[config.mk]
export PLATFORM = sky130hd
export DESIGN_NAME = lane_align_gen
export DESIGN_NICKNAME = d
export VERILOG_FILES = /design/src/rtl/lane_align_gen.sv
export SDC_FILE = /design/constraint.sdc
export NUM_CORES = 1
export LEC_CHECK = 0
export CAP_MARGIN = 20
export CORE_MARGIN = 2
export CORE_UTILIZATION = 55
export CTS_CLUSTER_DIAMETER = 150
export DETAILED_ROUTE_END_ITERATION = 8
export DONT_BUFFER_PORTS = 1
export HOLD_SLACK_MARGIN = 0.15
export MAX_ROUTING_LAYER = met4
export PLACE_DENSITY_LB_ADDON = 0.25
export SYNTH_ARGS = -nofsm -noshare
export SYNTH_HDL_FRONTEND = slang
export SYNTH_SLANG_ARGS = --single-unit
[constraint.sdc]
create_clock -name SCLK -period 5.6 [get_ports SCLK]
set_clock_uncertainty 0.1 [all_clocks]
set_input_delay 1.12 -clock SCLK [delete_from_list [all_inputs] [get_ports SCLK]]
set_output_delay 1.12 -clock SCLK [all_outputs]
set_load 0.005 [all_outputs]
[src/rtl/lane_align_gen.sv]
// lane_align_gen: per-lane deskew FIFOs that release one DFI read beat once every enabled lane holds data.
// Define LANE_ALIGN_STATS_EN to build the inter-lane skew statistic on skew_max (tied to 0 otherwise).
module lane_align_gen #(
  parameter int unsigned LANES           = 2,
  parameter int unsigned LANE_DW         = 64,
  parameter int unsigned FIFO_DEPTH      = 4,
  parameter int unsigned BYTE_INTERLEAVE = 1,
  parameter int unsigned TIMEOUT         = 15
) (
  input  logic                     SCLK,
  input  logic                     reset_n,
  input  logic [LANES*LANE_DW-1:0] iog_rddata,
  input  logic [LANES-1:0]         iog_rddata_valid,
  input  logic [LANES-1:0]         lane_block,
  input  logic [LANES-1:0]         lane_enable,
  input  logic                     flush,
  input  logic                     dfi_training_complete,
  output logic [LANES*LANE_DW-1:0] dfi_rddata,
  output logic                     dfi_rddata_valid,
  output logic [LANES-1:0]         ovf_err,
  output logic                     timeout_err,
  output logic [7:0]               skew_max
);
  localparam int unsigned BUS_W = LANES * LANE_DW;
  localparam int unsigned NBYTE = LANE_DW / 8;
  localparam int unsigned DEPTH = (FIFO_DEPTH < 3) ? 3 : FIFO_DEPTH;
  localparam int unsigned PW    = $clog2(DEPTH);
  localparam int unsigned CW    = $clog2(DEPTH + 1);
  localparam int unsigned SW    = 8;

  typedef enum logic [1:0] {IDLE, PARTIAL, ALIGNED, FLUSHING} state_e;

  // Bus bit offset of byte k of a lane; shared by the input and output mapping.
  function automatic int byte_pos(input int lane, input int k);
    if (BYTE_INTERLEAVE != 0) return 8 * (k * int'(LANES) + lane);
    return lane * int'(LANE_DW) + 8 * k;
  endfunction

  function automatic logic [PW-1:0] ptr_inc(input logic [PW-1:0] p);
    return (p == PW'(DEPTH - 1)) ? '0 : p + PW'(1);
  endfunction

  logic [LANE_DW-1:0] mem_q    [LANES][DEPTH];
  logic [LANE_DW-1:0] mem_d    [LANES][DEPTH];
  logic [PW-1:0]      wr_ptr_q [LANES];
  logic [PW-1:0]      wr_ptr_d [LANES];
  logic [PW-1:0]      rd_ptr_q [LANES];
  logic [PW-1:0]      rd_ptr_d [LANES];
  logic [CW-1:0]      cnt_q    [LANES];
  logic [CW-1:0]      cnt_d    [LANES];
  logic [LANES-1:0]   blk_q, blk_d, ovf_q, ovf_d;
  logic               tc_q, tc_d, valid_q, valid_d, to_q, to_d;
  logic [BUS_W-1:0]   rddata_q, rddata_d;
  logic [SW-1:0]      skew_cnt_q, skew_cnt_d;
  state_e             state_q, state_d;
`ifdef LANE_ALIGN_STATS_EN
  logic [SW-1:0]      skew_max_q, skew_max_d;
`endif

  logic               flush_req_c, any_ne_c, all_rdy_c, timeout_c, clear_c, pop_c;
  logic [LANES-1:0]   en_ne_c, push_ok_c, pop_lane_c, ovf_set_c;

  // Readiness, flush/timeout decode and per-lane push/pop qualification.
  always_comb begin
    flush_req_c = flush | (dfi_training_complete & ~tc_q);
    en_ne_c     = '0;
    for (int i = 0; i < int'(LANES); i++) en_ne_c[i] = lane_enable[i] & (cnt_q[i] != '0);
    any_ne_c    = |en_ne_c;
    all_rdy_c   = (|lane_enable) & (en_ne_c == lane_enable);
    timeout_c   = (state_q == PARTIAL) & ~flush_req_c & ~all_rdy_c & any_ne_c &
                  (skew_cnt_q >= SW'(TIMEOUT));
    clear_c     = flush_req_c | timeout_c | (state_q == FLUSHING);
    pop_c       = all_rdy_c & ~clear_c;
    push_ok_c   = '0;
    pop_lane_c  = '0;
    ovf_set_c   = '0;
    for (int i = 0; i < int'(LANES); i++) begin
      pop_lane_c[i] = pop_c & lane_enable[i];
      if (iog_rddata_valid[i] & ~blk_q[i] & lane_enable[i] & ~clear_c) begin
        // A full lane still accepts a word when it pops in the same cycle.
        if ((cnt_q[i] == CW'(DEPTH)) & ~pop_lane_c[i]) ovf_set_c[i] = 1'b1;
        else                                           push_ok_c[i] = 1'b1;
      end
    end
  end

  // FIFO storage, pointers and the registered DFI beat.
  always_comb begin
    mem_d    = mem_q;
    wr_ptr_d = wr_ptr_q;
    rd_ptr_d = rd_ptr_q;
    cnt_d    = cnt_q;
    ovf_d    = ovf_q | ovf_set_c;
    blk_d    = lane_block;
    tc_d     = dfi_training_complete;
    valid_d  = pop_c;
    rddata_d = rddata_q;
    if (pop_c) rddata_d = '0;
    for (int i = 0; i < int'(LANES); i++) begin
      if (pop_lane_c[i]) begin
        for (int k = 0; k < int'(NBYTE); k++)
          rddata_d[byte_pos(i, k) +: 8] = mem_q[i][rd_ptr_q[i]][8*k +: 8];
      end
      if (clear_c) begin
        wr_ptr_d[i] = '0;
        rd_ptr_d[i] = '0;
        cnt_d[i]    = '0;
      end else begin
        if (push_ok_c[i]) begin
          for (int k = 0; k < int'(NBYTE); k++)
            mem_d[i][wr_ptr_q[i]][8*k +: 8] = iog_rddata[byte_pos(i, k) +: 8];
          wr_ptr_d[i] = ptr_inc(wr_ptr_q[i]);
        end
        if (pop_lane_c[i]) rd_ptr_d[i] = ptr_inc(rd_ptr_q[i]);
        cnt_d[i] = cnt_q[i] + CW'(push_ok_c[i]) - CW'(pop_lane_c[i]);
      end
    end
  end

  // Alignment FSM; skew_cnt doubles as the PARTIAL timeout counter.
  always_comb begin
    state_d    = state_q;
    skew_cnt_d = skew_cnt_q;
    to_d       = to_q | timeout_c;
`ifdef LANE_ALIGN_STATS_EN
    skew_max_d = skew_max_q;
`endif
    if (flush_req_c) begin
      state_d = FLUSHING;
    end else begin
      case (state_q)
        IDLE: begin
          if (all_rdy_c) begin
            state_d    = ALIGNED;
            skew_cnt_d = '0;
          end else if (any_ne_c) begin
            state_d    = PARTIAL;
            skew_cnt_d = SW'(1);
          end
        end
        PARTIAL: begin
          if (all_rdy_c) begin
            state_d = ALIGNED;
`ifdef LANE_ALIGN_STATS_EN
            if (skew_cnt_q > skew_max_q) skew_max_d = skew_cnt_q;
`endif
          end else if (!any_ne_c) begin
            state_d = IDLE;
          end else if (timeout_c) begin
            state_d = FLUSHING;
          end else if (skew_cnt_q != '1) begin
            skew_cnt_d = skew_cnt_q + SW'(1);
          end
        end
        ALIGNED: begin
          if (!all_rdy_c) begin
            if (any_ne_c) begin
              state_d    = PARTIAL;
              skew_cnt_d = SW'(1);
            end else begin
              state_d = IDLE;
            end
          end
        end
        FLUSHING: state_d = IDLE;
        default:  state_d = IDLE;
      endcase
    end
  end

  always_ff @(posedge SCLK) begin
    if (!reset_n) begin
      for (int i = 0; i < int'(LANES); i++) begin
        wr_ptr_q[i] <= '0;
        rd_ptr_q[i] <= '0;
        cnt_q[i]    <= '0;
      end
      blk_q      <= '0;
      ovf_q      <= '0;
      tc_q       <= 1'b0;
      valid_q    <= 1'b0;
      to_q       <= 1'b0;
      rddata_q   <= '0;
      skew_cnt_q <= '0;
      state_q    <= IDLE;
`ifdef LANE_ALIGN_STATS_EN
      skew_max_q <= '0;
`endif
    end else begin
      wr_ptr_q   <= wr_ptr_d;
      rd_ptr_q   <= rd_ptr_d;
      cnt_q      <= cnt_d;
      blk_q      <= blk_d;
      ovf_q      <= ovf_d;
      tc_q       <= tc_d;
      valid_q    <= valid_d;
      to_q       <= to_d;
      rddata_q   <= rddata_d;
      skew_cnt_q <= skew_cnt_d;
      state_q    <= state_d;
`ifdef LANE_ALIGN_STATS_EN
      skew_max_q <= skew_max_d;
`endif
    end
  end

  // Storage needs no reset: occupancy counts alone decide what is readable.
  always_ff @(posedge SCLK) begin
    mem_q <= mem_d;
  end

  assign dfi_rddata       = rddata_q;
  assign dfi_rddata_valid = valid_q;
  assign ovf_err          = ovf_q;
  assign timeout_err      = to_q;
`ifdef LANE_ALIGN_STATS_EN
  assign skew_max         = skew_max_q;
`else
  assign skew_max         = '0;
`endif

endmodule
Yosys cells after proc, flatten, opt, wreduce, memory -nomap -nowiden
Cells that the tools add are included.
W data, S select, Z words.
{"block": "classes", "addsub": 25, "magnitude_cmp": 7, "eq_ne": 19, "shift": 48, "n_mux": 184, "bitwise": 37, "n_reduce_logical": 13}
{"operator": "$bwmux W256", "n": 16}
{"operator": "$bwmux W128", "n": 16}
{"operator": "$demux W64 S2", "n": 16}
{"operator": "$shift A8 B33 Y128 const A", "n": 16}
{"operator": "$shiftx A128 B32 Y8", "n": 16}
{"operator": "$shiftx A8 B33 Y128", "n": 16}
{"operator": "$mux W32", "n": 50}
{"operator": "$neg A32 Y33", "n": 16}
{"operator": "$mux W128", "n": 3}
{"operator": "$mux W64", "n": 6}
{"operator": "$bmux W64 S2", "n": 2}
{"operator": "$mux W56", "n": 2}
{"operator": "$mux W7", "n": 16}
{"operator": "$mux W48", "n": 2}
{"operator": "$mux W40", "n": 2}
{"operator": "$mux W8", "n": 9}
{"operator": "$mux W24", "n": 2}
{"operator": "$mux W6", "n": 8}
{"operator": "$mux W16", "n": 2}
{"operator": "$pmux W8 S3", "n": 1}
{"operator": "$mux W2", "n": 11}
{"operator": "$mux W5", "n": 4}
{"operator": "$and A1 B1 Y1", "n": 19}
{"operator": "$mux W1", "n": 15}
{"operator": "other kinds (29)", "n": 67}
{"block": "word_totals", "regBits": 671, "in_bits": 138, "output_inout_bits": 140}

Logic depth before layout (Yosys ltp)
{"block": "logic_depth", "depth_word": 35, "ltp_mapped": 15}

Worst setup path before layout
OpenSTA, ideal clock, no wires.
{"block": "synth_timing", "path_kind": "in2reg", "startpoint": "input dfi_training_complete", "endpoint": "register mem_q[0] (netlist name), enable pin", "setup_ps": 429, "t_arrival_ps": 3963, "slack_ps": 1108, "stages": 7, "n_path_buf": 2, "path_cell_list": "nor2b_4 or3_1 a31o_2 buf_6 buf_12 nor3b_4 and2_1"}
{"block": "synth_between", "elab_chain_len": 17, "word_cells_on_any_way": 18, "cone_classes": "mux (2); bitwise (15); reduce/logical (1)"}
{"element": "from (decl)", "line": "17", "rtl": "input logic dfi_training_complete,"}
{"element": "$and A1 B1 Y1 (*)", "line": "65", "rtl": "flush_req_c = flush | (dfi_training_complete & ~tc_q);"}
{"element": "$or A1 B1 Y1 (*)", "line": "65"}
{"element": "$not A1 Y1 (no source line)"}
{"element": "$and A1 B1 Y1 (4 in series)", "line": "70", "rtl": "timeout_c = (state_q == PARTIAL) & ~flush_req_c & ~all_rdy_c & any_ne_c &"}
{"element": "$or A1 B1 Y1 (*) (2 in series)", "line": "72", "rtl": "clear_c = flush_req_c | timeout_c | (state_q == FLUSHING);"}
{"element": "$not A1 Y1 (no source line) (*)"}
{"element": "$and A1 B1 Y1", "line": "73", "rtl": "pop_c = all_rdy_c & ~clear_c;"}
{"element": "$and A1 B1 Y1", "line": "78", "rtl": "pop_lane_c[i] = pop_c & lane_enable[i];"}
{"element": "$not A1 Y1", "line": "81", "rtl": "if ((cnt_q[i] == CW'(DEPTH)) & ~pop_lane_c[i]) ovf_set_c[i] = 1'b1;"}
{"element": "$and A1 B1 Y1", "line": "81"}
{"element": "$mux W1", "line": "81"}
{"element": "$mux W1", "line": "79", "rtl": "if (iog_rddata_valid[i] & ~blk_q[i] & lane_enable[i] & ~clear_c) begin"}
{"element": "$reduce_and A2 Y1 (no source line) (*)"}
{"element": "to (signal assigned)", "line": "209", "rtl": "mem_q <= mem_d;"}
{"element": "to (decl)", "line": "43", "rtl": "logic [LANE_DW-1:0] mem_q [LANES][DEPTH];"}
Every way passes the cells marked *; elsewhere a longest branch is shown, timed or not.
A chain may end at the register's enable or synchronous reset.

Worst setup path after layout
{"block": "layout_timing", "startpoint": "register state_q[1]", "endpoint": "register cnt_q[5] (netlist name)"}
{"block": "layout_between", "elab_chain_len": 16, "word_cells_on_any_way": 19, "cone_classes": "add/sub (2); eq/ne (2); mux (2); bitwise (12); reduce/logical (1)"}
{"element": "from (decl)", "line": "55", "rtl": "state_e state_q, state_d;"}
{"element": "from (signal assigned)", "line": "200", "rtl": "state_q <= state_d;"}
{"element": "$eq A2 B1 Y1", "line": "70"}
{"element": "$and A1 B1 Y1 (4 in series)", "line": "70"}
{"element": "$or A1 B1 Y1", "line": "72"}
{"element": "$or A1 B1 Y1 (*)", "line": "72"}
{"element": "$not A1 Y1 (no source line)"}
{"element": "$and A1 B1 Y1", "line": "73"}
{"element": "$and A1 B1 Y1", "line": "78"}
{"element": "$not A1 Y1", "line": "81"}
{"element": "$and A1 B1 Y1", "line": "81"}
{"element": "$mux W1", "line": "81"}
{"element": "$mux W1", "line": "79"}
{"element": "$add A3 B1 Y3", "line": "115", "rtl": "cnt_d[i] = cnt_q[i] + CW'(push_ok_c[i]) - CW'(pop_lane_c[i]);"}
{"element": "$sub A3 B1 Y3", "line": "115"}
{"element": "to (signal assigned)", "line": "192", "rtl": "cnt_q <= cnt_d;"}
{"element": "to (decl)", "line": "49", "rtl": "logic [CW-1:0] cnt_q [LANES];"}
Marks and branches as above.

==> reports/summary.md <==
The run finished with clean final reports. The worst register-to-register path ends at cnt_q[5]$_SDFF_PP0_. Yosys attributes the largest share of cell area to sky130_fd_sc_hd__edfxtp_1, sky130_fd_sc_hd__dfxtp_1, sky130_fd_sc_hd__mux4_2, sky130_fd_sc_hd__nand4_1, sky130_fd_sc_hd__a21oi_2.

The family of cells with the greatest summed delay on the critical path was buffers and inverters. Dividing total power by cell area gives a power density of 357.5 nW/um^2. The portion of synthesized cell area occupied by the leading cell type is 0.5820, and the number of hold buffers added after cts is 0. Number of buffer and inverter stages on the critical path: 2. Class of the worst hold path: reg2reg. Number of standard cells in the layout, taps in and fillers out: 2193. The layout has 3356 filler cells. After synthesis the netlist holds a flip-flop and latch count of 671. The largest individual stage delay along the critical path comes from the cell sky130_fd_sc_hd__buf_4. The delay contributed by the slowest stage of the critical path is 0.75 ns, and the post-cts gate resize count is 0. For the combined area of all synthesized cells, the log shows 26420 sq um. The logs give 2066 for the placed instance count and 0 for the count of yosys warnings during synthesis.

The critical path data required time came out at 5.98 ns. During I/O placement, the number of pins put on the boundary was 278. For this run, design rule violations remaining after detail routing come to 0. Sorting the synthesized cells by how often they occur yields sky130_fd_sc_hd__edfxtp_1, sky130_fd_sc_hd__dfxtp_1, sky130_fd_sc_hd__nand4_1. The highest ir drop seen on vdd was 0.2692 mV. The y dimension of the die was 223.2 microns. Yosys mapped a number of flops with a built-in enable equal to 512. The final count of pins violating max slew came out at 0. The count of nets left with antenna violations once routing finished came out at 0. The share of synthesized registers carrying an async set or reset is 0, and the detailed-placement wirelength estimate is 33.61 mm. The critical path goes through inv_1 -> ha_1 -> nor4b_2 -> a31o_4 -> buf_4 -> o21a_1 -> fa_1 -> xor2_1 -> xnor2_1 -> nor2_1. Setup repair after global routing left no endpoint under its margin. The floorplan has 80 rows.

The worst max-slew margin expressed relative to the limit is 0.2342, and the count of distinct cell types in the synthesized netlist is 58. The path with the worst hold slack has its endpoint at ovf_err[0]$_SDFF_PN0_. The die extent in x was 223.2 microns. The floorplan step defined a die boundary enclosing 49800 sq um. The fraction of layout instances using a drive strength above 1 was 0.2486.

The cell chosen for the clock root was sky130_fd_sc_hd__clkbuf_16. The run gives 0.5556 as the initial core utilization. The clock period could shrink to 3.670 ns. TritonCTS built the clock tree. After the first detailed-routing iteration, the DRC count stood at 1423. The tool flagged a number of max-cap violations equal to 0. The routability congestion estimate from global placement was 0.7960. The quantity of I/O buffers inserted on ports came out at 0.

The worst hold path was traced through 2 stages. The critical path is of the reg2reg type. The total clock sinks is 671, and the total global routing overflow is 0. The tools report the startpoint of the lowest-slack hold path as ovf_err[0]$_SDFF_PN0_. For this block, the via count after detailed routing is 14010.

The net count of the finished layout is 1680. Global routing usage summed across all routing layers: 0.2449. Critical path launch point type: a register. The actual transition at the worst max-transition pin came out at 1.149 ns. The final design instance area without fill is 29070 sq um, and the count of endpoints failing hold in the final timing report is 0.

The run gives 3 as the deepest clock path buffer count. In this run the worst path has a maximum fanout of 49. Among all cell types in the netlist, the one instantiated most often is sky130_fd_sc_hd__edfxtp_1. The initial antenna violation count is 0, and the worst-case register-to-register setup slack is 1.93 ns.

Static leakage: 8.802 nW. Of all cell types, the one taking the most synthesized area is sky130_fd_sc_hd__edfxtp_1. The cell area reported after detailed placement was 26690 sq um; the growth of design area from synthesis to finish was 10.06%. In the synthesized netlist, the number of instances is 1564. Pin count of the biggest net entering global routing: 146. The highest clock rate is 272.5 MHz. After detailed routing, the average wire length per cell comes to 26.84 microns.

The via count of the first global-routing pass was 13720. At the worst endpoint, the arrival time is 4.05 ns. Sequential share of the synthesized area: 0.7025. The floorplan step defined a core boundary enclosing 47550 sq um. Dominant synthesized flop cell: sky130_fd_sc_hd__edfxtp_1. The clock-pin slew on the worst setup and hold paths is 0.06 ns. Before antenna repair, the detailed router went through 5 iterations. The run gives 88.22 mm as the first-pass GRT wire length. The routed design has 58.87 mm of wire. In this run the post-CTS setup repair buffer count came out at 0.

The tools report the H-tree depth as 3. The end-of-flow core utilization was 0.6115; the sum of negative setup slack was 0 ns. The ratio of final minimum period to clock period came out at 0.6554. The source of the worst register-to-register timing path was state_q[1]$_SDFFE_PN0P_. The mean number of vias per cell came out at 6.387. For the worst-skew pair, the clock arrives at the later sink with an insertion delay of 0.60 ns. Setup violations remaining at the end of the flow were counted as 0.

The CTS buffer count came out at 69. Synthesized area per cell: 16.89 sq um. STA classifies the critical path endpoint as a register. The worst register-to-register path has a depth of 10.
[metal layers]
layer  track usage  vias up  share of wire
met4       0.07166        0          0.021
met3       0.07099       84          0.088
met2        0.3831      503           0.50
met5             -        -              0
li1              -     6139              -
met1        0.3146     7281           0.40
[metrics by stage]
step                      total power, mW  setup WS, ns  hold slack (ns)
after floorplan                     5.740         1.108           0.3421
after global placement              5.768         1.508           0.3568
after detailed placement            5.775         1.421           0.3601
after CTS                           10.46         1.882           0.3690
after global routing                10.65         1.674           0.3966
final                               10.39         1.930           0.3656
[cells by family (layout without fill, tap and decap cells)]
family,after synthesis,count (layout),synth area share
adder cells (fa/ha/maj),20,20,0.01004
flip-flops,671,671,0.7025
multiplexers,135,135,0.1118
AO/OA/AOI/OAI,297,297,0.07763
other,1,9,0.0001420
XOR/XNOR,6,6,0.001989
buffers and inverters,148,154,0.02894
AND/OR/NAND/NOR,286,286,0.06693
[power by group]
group | leakage [nW] | switching, mW | internal (mW) | total (mW)
clock | 1.18 | 1.87 | 2.85 | 4.72
sequential | 5.87 | 0.0201 | 5.38 | 5.40
combinational | 1.75 | 0.199 | 0.0705 | 0.270
[flip-flops by register name, indices dropped and copies added, names as in the netlist]
| name | flops |
|---|---|
| dfi_rddata | 128 |
| blk_q | 2 |
| tc_q | 1 |
| mem_q | 512 |
| rd_ptr_q | 4 |
| wr_ptr_q | 4 |
| timeout_err | 1 |
| cnt_q | 6 |
| ovf_err | 2 |
| state_q | 2 |
| skew_cnt_q | 8 |
| dfi_rddata_valid | 1 |
[layout make-up]
type	count	area (sq um)	share of cell area
multi-input cells	752	7186	0.2472
diodes	1	2.502	0.00008607
inverters	18	72.57	0.002496
clock buffers	98	2062	0.07092
flip-flops and latches	671	18570	0.6388
well taps	615	769.5	0.02647
repair buffers	10	87.58	0.003013
clock inverters	28	320.3	0.01102
[worst max path at each step]
stage / start / to / cells after the start / slack (ns)
floorplan: dfi_training_complete / mem_q[0]$_DFFE_PP_ / 7 / 1.11
global route: state_q[1]$_SDFFE_PN0P_ / cnt_q[5]$_SDFF_PP0_ / 10 / 1.67
global placement: lane_enable[0] / cnt_q[5]$_SDFF_PP0_ / 9 / 1.51
CTS: state_q[1]$_SDFFE_PN0P_ / cnt_q[5]$_SDFF_PP0_ / 10 / 1.88
detailed placement: lane_enable[0] / cnt_q[5]$_SDFF_PP0_ / 9 / 1.42
finish: state_q[1]$_SDFFE_PN0P_ / cnt_q[5]$_SDFF_PP0_ / 10 / 1.93
[worst register-to-register path, delay by kind of cell (launching register included)]
kind / cells / cell delay [ns]
AOI/OAI and AO/OA: 2 / 0.81
xor gates and xnor gates: 2 / 0.30
adders and majority gates: 2 / 0.53
and+or+nand+nor: 2 / 0.61
DFF: 1 / 0.33
buffers and inverters: 2 / 0.87
[placed cells by master, fill, tap and decap left out, drive strengths merged, types with 4 or more instances in the layout]
master | Yosys | final
mux4 | 128 | 128
a221oi | 4 | 4
nor2b | 5 | 5
xnor2 | 4 | 4
o21a | 4 | 4
a31oi | 5 | 5
o21ai | 133 | 133
ha | 18 | 18
o31ai | 5 | 5
nor3 | 7 | 7
dfxtp | 159 | 159
edfxtp | 512 | 512
nand3 | 12 | 12
nor2 | 18 | 18
nand2 | 10 | 10
conb | 1 | 8
nand4 | 134 | 134
and3 | 10 | 10
a21oi | 134 | 134
buf | 67 | 10
inv | 18 | 20
clkinv | 0 | 19
clkbuf | 63 | 98
mux2i | 7 | 7
and2 | 75 | 75
bufinv | 0 | 6
Power figures use the tool's default switching activity.
